$ cat src/rtl/sram_access_ctrl.sv
// SRAM access controller: sweeps every row with INIT_VALUE after reset or clear,
// then shares the single SRAM port between two requesters with round-robin arbitration.
module sram_access_ctrl #(
    parameter int                    DATA_WIDTH = 16,
    parameter int                    HEIGHT     = 128,
    parameter int                    ADDR_BITS  = 7,
    parameter logic [DATA_WIDTH-1:0] INIT_VALUE = '0
) (
    input  logic                  clk,
    input  logic                  rst_b,
    input  logic                  clear,
    output logic                  init_done,
    input  logic                  req0,
    input  logic                  req1,
    input  logic                  wr0,
    input  logic                  wr1,
    input  logic [ADDR_BITS-1:0]  addr0,
    input  logic [ADDR_BITS-1:0]  addr1,
    input  logic [DATA_WIDTH-1:0] wdata0,
    input  logic [DATA_WIDTH-1:0] wdata1,
    output logic                  gnt0,
    output logic                  gnt1,
    output logic                  rvalid0,
    output logic                  rvalid1,
    output logic [DATA_WIDTH-1:0] rdata,
    output logic [ADDR_BITS-1:0]  sram_addr,
    output logic [DATA_WIDTH-1:0] sram_data_in,
    output logic                  sram_mem_en,
    output logic                  sram_mem_write_en,
    input  logic [DATA_WIDTH-1:0] sram_data_out
);

    typedef enum logic {
        ST_INIT,
        ST_ARB
    } state_t;

    localparam logic [ADDR_BITS-1:0] LAST_ROW = ADDR_BITS'(HEIGHT - 1);

    state_t               state;
    logic [ADDR_BITS-1:0] init_cnt;
    logic                 last_gnt;
    logic                 arb_live;

    // Arbitration only runs once the sweep is done, and a clear cycle issues no grant.
    assign arb_live = rst_b && (state == ST_ARB) && !clear;

    // The SRAM registers its read data, so the shared bus is already aligned with rvalid.
    assign rdata = sram_data_out;

    // NOTE: every always_comb output gets a default first so no path leaves it unassigned (no latch).
    always_comb begin
        gnt0 = 1'b0;
        gnt1 = 1'b0;
        if (arb_live) begin
            if (req0 && req1) begin
                gnt0 = last_gnt;
                gnt1 = !last_gnt;
            end else begin
                gnt0 = req0;
                gnt1 = req1;
            end
        end
    end

    always_comb begin
        sram_mem_en       = 1'b0;
        sram_mem_write_en = 1'b0;
        sram_addr         = '0;
        sram_data_in      = '0;
        if (rst_b) begin
            if (state == ST_INIT) begin
                sram_mem_en       = 1'b1;
                sram_mem_write_en = 1'b1;
                sram_addr         = init_cnt;
                sram_data_in      = INIT_VALUE;
            end else if (gnt0) begin
                sram_mem_en       = 1'b1;
                sram_mem_write_en = wr0;
                sram_addr         = addr0;
                sram_data_in      = wdata0;
            end else if (gnt1) begin
                sram_mem_en       = 1'b1;
                sram_mem_write_en = wr1;
                sram_addr         = addr1;
                sram_data_in      = wdata1;
            end
        end
    end

    // NOTE: sequential state uses non-blocking assignments only, so every register samples pre-edge values.
    always_ff @(posedge clk or negedge rst_b) begin
        if (!rst_b) begin
            state     <= ST_INIT;
            init_cnt  <= '0;
            init_done <= 1'b0;
            last_gnt  <= 1'b1;
            rvalid0   <= 1'b0;
            rvalid1   <= 1'b0;
        end else begin
            case (state)
                ST_INIT: begin
                    if (init_cnt == LAST_ROW) begin
                        state     <= ST_ARB;
                        init_done <= 1'b1;
                        init_cnt  <= '0;
                    end else begin
                        init_cnt <= init_cnt + 1'b1;
                    end
                end
                ST_ARB: begin
                    if (clear) begin
                        state     <= ST_INIT;
                        init_done <= 1'b0;
                        init_cnt  <= '0;
                    end
                end
                default: state <= ST_INIT;
            endcase

            if (gnt0) begin
                last_gnt <= 1'b0;
            end else if (gnt1) begin
                last_gnt <= 1'b1;
            end

            // A read returns one cycle after its grant; writes and idle cycles yield nothing.
            rvalid0 <= gnt0 && !wr0;
            rvalid1 <= gnt1 && !wr1;
        end
    end

endmodule

$ cat config.mk
export PLATFORM = sky130hd
export DESIGN_NAME = sram_access_ctrl
export DESIGN_NICKNAME = d
export VERILOG_FILES = /design/src/rtl/sram_access_ctrl.sv
export SDC_FILE = /design/constraint.sdc
export NUM_CORES = 1
export LEC_CHECK = 0
export BUFFER_PORTS_ARGS = -buffer_cell sky130_fd_sc_hd__buf_2
export CELL_PAD_IN_SITES_DETAIL_PLACEMENT = 0
export CELL_PAD_IN_SITES_GLOBAL_PLACEMENT = 1
export CORE_MARGIN = 5
export CORE_UTILIZATION = 24
export CTS_CLUSTER_DIAMETER = 40
export DETAILED_ROUTE_END_ITERATION = 7
export HOLD_SLACK_MARGIN = 0.15
export PLACE_DENSITY_LB_ADDON = 0.1
export SYNTH_ARGS = -nofsm -noshare
export SYNTH_HDL_FRONTEND = slang
export SYNTH_SLANG_ARGS = --single-unit
$ cat constraint.sdc
create_clock -name clk -period 2.8 [get_ports clk]
set_clock_uncertainty 0.05 [all_clocks]
set_input_delay 0.14 -clock clk [delete_from_list [all_inputs] [get_ports clk]]
set_output_delay 0.14 -clock clk [all_outputs]
set_load 0.01 [all_outputs]
==> qor.csv, run 1 <==
stage,metric,value,unit
outcome,outcome,completed,
grt,largest net degree at the start of global routing,26,
floorplanning,core area,4410,um2
power,Comb pwr share,37.5,%
placement,gpl congestion,0.795,
sta,Worst slew margin,53.0,%
worst_setup_path,critical path's most frequent cell,buf_2,
clocking,CTS root buf,clkbuf_8,
worst_setup_path,R2R setup slack,1.08,ns
layout,layout cells sized above 1,47.9,%
grt,vias in the first global route,1246,
synth,syn_nets,198,
worst_setup_path,Worst EP arrival,2.21,ns
clocking,CTS tree,yes,
hold_path,worst hold path endpoint,rvalid0,
sta,Final Slew Violations,0,
synth,syn avg cell area,8.69,um2
job,# Max-Cap Violations,0,
sta,"Setup violations, final",0,
clocking,Max clock buf depth,2,
power,Power Density,558,nW/um2
clocking,total CTS buffers,3,
synth,Yosys cell types,40,
sta,Final Critical Period,2.40,ns
route,wire per inst,16.8,um
worst_setup_path,r2r worst-path depth,3,
hold_path,depth of the worst hold-timing path,4,
route,Vias/cell,5.15,
worst_setup_path,critical path data required time,2.61,ns
worst_setup_path,slowest CP cell,and4_1,
synth,ys flop type,dfrtp_1,
worst_setup_path,worst-path cell chain,"dlygate4sd3_1, buf_2, and4_1, a221o_1, buf_2",
sta,RSZ-0062 raised after global routing,no,
power,Reg power frac,38.7,%
layout,Final Cell Area,1470,um2
worst_setup_path,reg2reg start,last_gnt,
synth,Synth Register Bits,12,
synth,number of flops mapped to enable cells by yosys,0,
worst_setup_path,critical path class,in -> out,
layout,"Core Util, Final",33.3,%
power,total design power,0.821,mW
grt,Overflow after GRT,0,
sta,final worst setup slack,0.397,ns
power,Int Pwr,0.527,mW
power,VDD IR max,0.000279,V
synth,post-synth top area share,24.7,%
floorplanning,initial cell density of the core,25.2,%
floorplanning,Die X,78.1,um
worst_setup_path,CP Max Fanout,24,
route,ANT nets after route,0,
route,first-pass iteration count of the detailed router,4,
synth,"top cells by area, synth","dfrtp_1, a22o_1, buf_4",
layout,Area Growth Syn to Fin,32.2,%
power,switching share of power,35.9,%
sta,fmax,416,MHz
synth,Synth area leader,dfrtp_1,
placement,Post-Place Cell Area,1400,um2
worst_setup_path,WP buf/inv,3,
synth,register area share after synthesis,27.1,%
route,vias,1236,
floorplanning,Die ar.,6100,um2
clocking,TritonCTS Sinks,12,
clocking,"Reg clk slew, reported paths",0.06,ns
worst_setup_path,crit end category,primary output,
clocking,H-tree depth,1,
synth,cells after synthesis,128,
sta,Final Hold Vio Count,0,
synth,synthesized area,1110,um2
worst_setup_path,Worst Setup Start Kind,primary input,
grt,first-pass GRT wire length,5950,um
layout,# nets final,259,
power,Lkg Pwr,0.777,nW
placement,IO Port Bufs,82,
sta,period utilization,85.8,%
synth,Synth top cells by count,"buf_4, a22o_1, dfrtp_1",
route,initial drt markers,25,
synth,most instantiated library cell after synthesis,buf_4,
clocking,clock insertion delay at the later pin of the skew report,0.24,ns
route,drt total wl,4040,um
sta,measured slew at the worst slew-check pin,0.705,ns
route,# DRC,0,
worst_setup_path,Worst Setup SP,rst_b,
synth,Yosys Warn Count,0,
synth,asr flop ratio synth,100,%
worst_setup_path,max incr delay on CP,0.74,ns
power,switching pwr,0.294,mW
placement,dpl ws,0.824,ns
hold_path,HP Class,in -> reg,
worst_setup_path,"CP delay by family, top",buffers and inverters,
grt,initial antenna violation count,0,
hold_path,Hold Startpoint,wr0,
layout,Diodes inserted,0,
floorplanning,Die Y,78.1,um
floorplanning,Ports,115,
worst_setup_path,RR Endpoint,rvalid1,
clocking,Post-CTS Setup Repair Bufs,0,
sta,final setup TNS,0,ns
grt,Total Routing Usage GR,11.9,%
power,clock share of power,23.8,%
floorplanning,# rows,24,
## through the flow
stage / std cells / hold slack [ns]
finish: 240 / 0.150
global route: 240 / 0.171
CTS: 240 / 0.151
detailed placement: 234 / 0.0628
global placement: 234 / 0.0603
floorplan: 128 / -0.206
## area by class of cell
| cell class | count | area, um2 |
|---|---|---|
| clock buffers | 4 | 55.1 |
| fillers | 469 | 2940 |
| inverters | 6 | 22.5 |
| multi-input cells | 81 | 588 |
| flip-flops and latches | 12 | 302 |
| well taps | 52 | 65.1 |
| repair buffers | 85 | 438 |
## how the worst max path moves through the flow
stage                               to  depth (start not counted)
final                     sram_addr[6]                          5
after global routing      sram_addr[6]                          5
after CTS                 sram_addr[3]                          5
after detailed placement  sram_addr[3]                          4
after global placement    sram_addr[6]                          4
after floorplan           sram_addr[4]                          6
## metal layers
layer | track usage (%) | vias up | share of wire [%]
li1 | - | 589 | -
met1 | 13.3 | 571 | 38
met2 | 21.9 | 60 | 51
met3 | 3.32 | 16 | 9.2
met4 | 3.04 | 0 | 2.1
met5 | 0 | - | 0
## cells by family after synthesis
logic type / count (synthesis) / share of synthesized area (%)
AOI/OAI and AO/OA: 43 / 30.4
xor gates and xnor gates: 3 / 2.36
adders and majority gates: 1 / 1.12
buffers and inverters: 35 / 20.0
DFF: 12 / 27.1
muxes: 1 / 1.01
and+or+nand+nor: 33 / 18.0
## power by group through the flow
stage / logic, mW / clock network (mW) / registers (mW)
final: 0.307 / 0.196 / 0.318
after global routing: 0.339 / 0.210 / 0.329
after CTS: 0.314 / 0.203 / 0.317
after detailed placement: 0.311 / 0 / 0.319
after global placement: 0.307 / 0 / 0.317
after floorplan: 0.240 / 0 / 0.288
## placed cells by master, fill, tap and decap left out, drive strengths merged
cell,netlist,final
dfstp,1,1
o32ai,1,1
o21ai,4,4
a311o,1,1
and4,2,2
o2bb2ai,1,1
a31oi,4,4
o41ai,1,1
a221o,3,3
o311a,1,1
nand4,10,10
clkbuf,6,4
xnor2,3,3
ha,1,1
a41oi,1,1
and3,4,4
a22o,16,16
a21o,1,1
o21bai,1,1
o211ai,1,1
nand3,1,1
nor2,3,3
nor2b,2,2
and2,3,3
o22ai,2,2
and3b,2,2
dfrtp,11,11
o21a,1,1
a21oi,2,2
buf,23,83
mux2,1,1
o31ai,1,1
nand2,5,5
dlygate4sd3,0,2
nand2b,1,1
inv,6,6
a21boi,1,1
## registers in the layout, indices dropped and copies added, names as in the netlist
register / count
init_done: 1
state: 1
init_cnt: 7
last_gnt: 1
rvalid0: 1
rvalid1: 1
## worst register-to-register path: cells and delay by family, from the launching register on
kind | cells | cell delay [ns]
AND/OR/NAND/NOR | 2 | 0.92
flip-flops | 1 | 0.37
AO/OA/AOI/OAI | 1 | 0.31
## timing repair
action	4_1_cts	5_1_grt
endpoints found under the hold margin	13	0
hold buffers	2	0
resized for setup	0	0
Power figures use the tool's default switching activity.
==> run 2: changes to the inputs <==
CORE_ASPECT_RATIO = 0.8   (was default)
==> run 2 against run 1 <==
Effect of this change:
- largest cell class unchanged
- critical path type unchanged
- highest routed layer unchanged
- setup slack better by 0.015 ns
- sequential cell count unchanged
- total power down 0.91%
- hold slack better by 0.0048 ns
- register-to-register slack better by 0.05 ns
- clock-buffer cell count unchanged
==> qor.csv, run 2 (synthesis results as in run 1) <==
stage,metric,value,unit,change
sta,fmax,419,MHz,was 416 MHz
route,Vias/cell,4.76,,was 5.15
floorplanning,initial cell density of the core,24.5,%,was 25.2%
sta,Final Hold Vio Count,0,,unchanged
layout,number of flip-flops in the largest register,7,,unchanged
worst_setup_path,Worst EP arrival,2.20,ns,was 2.21 ns
layout,# nets final,260,,was 259
placement,gpl congestion,0.769,,was 0.795
grt,vias in the first global route,1180,,"was 1,246"
placement,placed cell count,243,,was 234
placement,HPWL after detailed placement,3140,um,
worst_setup_path,max incr delay on CP,0.76,ns,was 0.74 ns
clocking,"Reg clk slew, reported paths",0.05,ns,was 0.06 ns
grt,initial antenna violation count,0,,unchanged
worst_setup_path,slowest CP cell,and4_1,,unchanged
route,drt total wl,3900,um,was 4040 um
sta,Final Critical Period,2.39,ns,was 2.40 ns
floorplanning,Die ar.,6100,um2,about the same
grt,largest net degree at the start of global routing,25,,was 26
layout,layout cells sized above 1,48.1,%,was 47.9%
worst_setup_path,critical path data required time,2.61,ns,about the same
layout,"Most flops, register",init_cnt,,unchanged
worst_setup_path,Worst Setup Start Kind,primary input,,unchanged
worst_setup_path,CP Max Fanout,24,,unchanged
outcome,outcome,completed,,unchanged
clocking,CTS root buf,clkbuf_8,,unchanged
layout,# fillers,515,,was 469
job,# Max-Cap Violations,0,,unchanged
worst_setup_path,critical path's most frequent cell,buf_2,,unchanged
worst_setup_path,WP buf/inv,3,,unchanged
power,VDD IR max,0.000348,V,was 0.000279 V
clocking,TritonCTS Sinks,12,,unchanged
floorplanning,Ports,115,,unchanged
clocking,Post-CTS Setup Repair Bufs,0,,unchanged
worst_setup_path,"CP delay by family, top",buffers and inverters,,unchanged
clocking,H-tree depth,1,,unchanged
floorplanning,core area,4540,um2,was 4410 um2
layout,most frequent cells in the layout,"buf_2, a22o_1, dfrtp_1",,unchanged
sta,Worst slew margin,50.7,%,was 53.0%
grt,Total Routing Usage GR,12.5,%,was 11.9%
grt,Overflow after GRT,0,,unchanged
route,# DRC,0,,unchanged
route,initial drt markers,53,,was 25
floorplanning,Die Y,70.9,um,was 78.1 um
route,ANT nets after route,0,,unchanged
worst_setup_path,worst-path cell chain,"dlygate4sd3_1, buf_2, and4_1, a221o_1, buf_2",,unchanged
route,vias,1184,,"was 1,236"
clocking,Max clock buf depth,2,,unchanged
placement,IO Port Bufs,82,,unchanged
floorplanning,# rows,22,,was 24
sta,measured slew at the worst slew-check pin,0.740,ns,was 0.705 ns
sta,RSZ-0062 raised after global routing,no,,unchanged
layout,Area Growth Syn to Fin,33.7,%,was 32.2%
layout,"most common cell after layout, fill and taps aside",buf_2,,unchanged
worst_setup_path,critical path class,in -> out,,unchanged
sta,"Setup violations, final",0,,unchanged
floorplanning,Die X,86.1,um,was 78.1 um
sta,period utilization,85.3,%,was 85.8%
route,first-pass iteration count of the detailed router,4,,unchanged
worst_setup_path,crit end category,primary output,,unchanged
clocking,total CTS buffers,3,,unchanged
power,Power Density,547,nW/um2,was 558 nW/um2
sta,Final Slew Violations,0,,unchanged
power,Lkg Pwr,0.782,nW,was 0.777 nW
layout,Diodes inserted,0,,unchanged
route,wire per inst,15.7,um,was 16.8 um
clocking,clock insertion delay at the later pin of the skew report,0.24,ns,about the same
clocking,CTS tree,yes,,unchanged
grt,first-pass GRT wire length,6110,um,was 5950 um
layout,Final Instance Count excl. Fillers,249,,was 240
hold_path,HP Class,in -> reg,,unchanged
sta,final setup TNS,0,ns,unchanged
## run 2: where the power goes
| part | internal [mW] | switching, mW | leakage, nW | total (mW) |
|---|---|---|---|---|
| clock | 0.124 | 0.0666 | 0.0288 | 0.191 |
| combinational | 0.167 | 0.139 | 0.603 | 0.306 |
| sequential | 0.237 | 0.0794 | 0.150 | 0.316 |
| total | 0.528 | 0.285 | 0.782 | 0.813 |
## run 2: area by class of cell
cell class              count  area [um2]  share of cell area [%]
flip-flops and latches     12         302                    20.3
well taps                  60        75.1                    5.05
clock buffers               4        55.1                    3.70
multi-input cells          81         588                    39.5
inverters                   6        22.5                    1.51
repair buffers             86         445                    29.9
## run 2: final timing paths
check / cells past startpoint / slack (ns) / endpoint / start
max: 5 / 0.41 / sram_addr[6] / rst_b
min: 4 / 0.15 / rvalid0 / wr0
max reg2reg: 4 / 1.13 / init_cnt[5] / init_cnt[0]
min reg2reg: 2 / 0.47 / last_gnt / last_gnt
max in group asynchronous: 2 / 2.04 / last_gnt / rst_b
min in group asynchronous: 2 / 0.32 / init_cnt[1] / rst_b
## run 2: tightest hold or removal path, stage by stage
cell,delay (ns)
buf_2,0.08
inv_1,0.03
nand4_1,0.10
inv_1,0.04
## run 2: layer usage
layer	GRT usage (%)	up-vias	share of wire, %
met5	0	-	0
met4	5.10	0	2.3
met3	3.84	18	11
met2	18.7	52	42
met1	16.6	524	45
li1	-	590	-
## run 2: per-stage QoR
| stage | hold WS [ns] | utilization, % | setup slack, ns | power [mW] | instance area, um2 |
|---|---|---|---|---|---|
| 4_1_cts | 0.156 | 32.8 | 0.355 | 0.824 | 1490 |
| 6_report | 0.155 | 32.8 | 0.412 | 0.813 | 1490 |
| 2_1_floorplan | -0.206 | - | 1.14 | 0.528 | 1110 |
| 5_1_grt | 0.174 | 32.8 | 0.170 | 0.876 | 1490 |
| 3_3_place_gp | 0.0542 | 31.1 | 0.952 | 0.620 | 1410 |
| 3_5_place_dp | 0.0555 | 31.1 | 0.908 | 0.626 | 1410 |
## run 2: repair_timing
item | 4_1_cts | 5_1_grt
endpoints found under the hold margin | 13 | 0
hold buffers | 2 | 0
resized for setup | 0 | 0
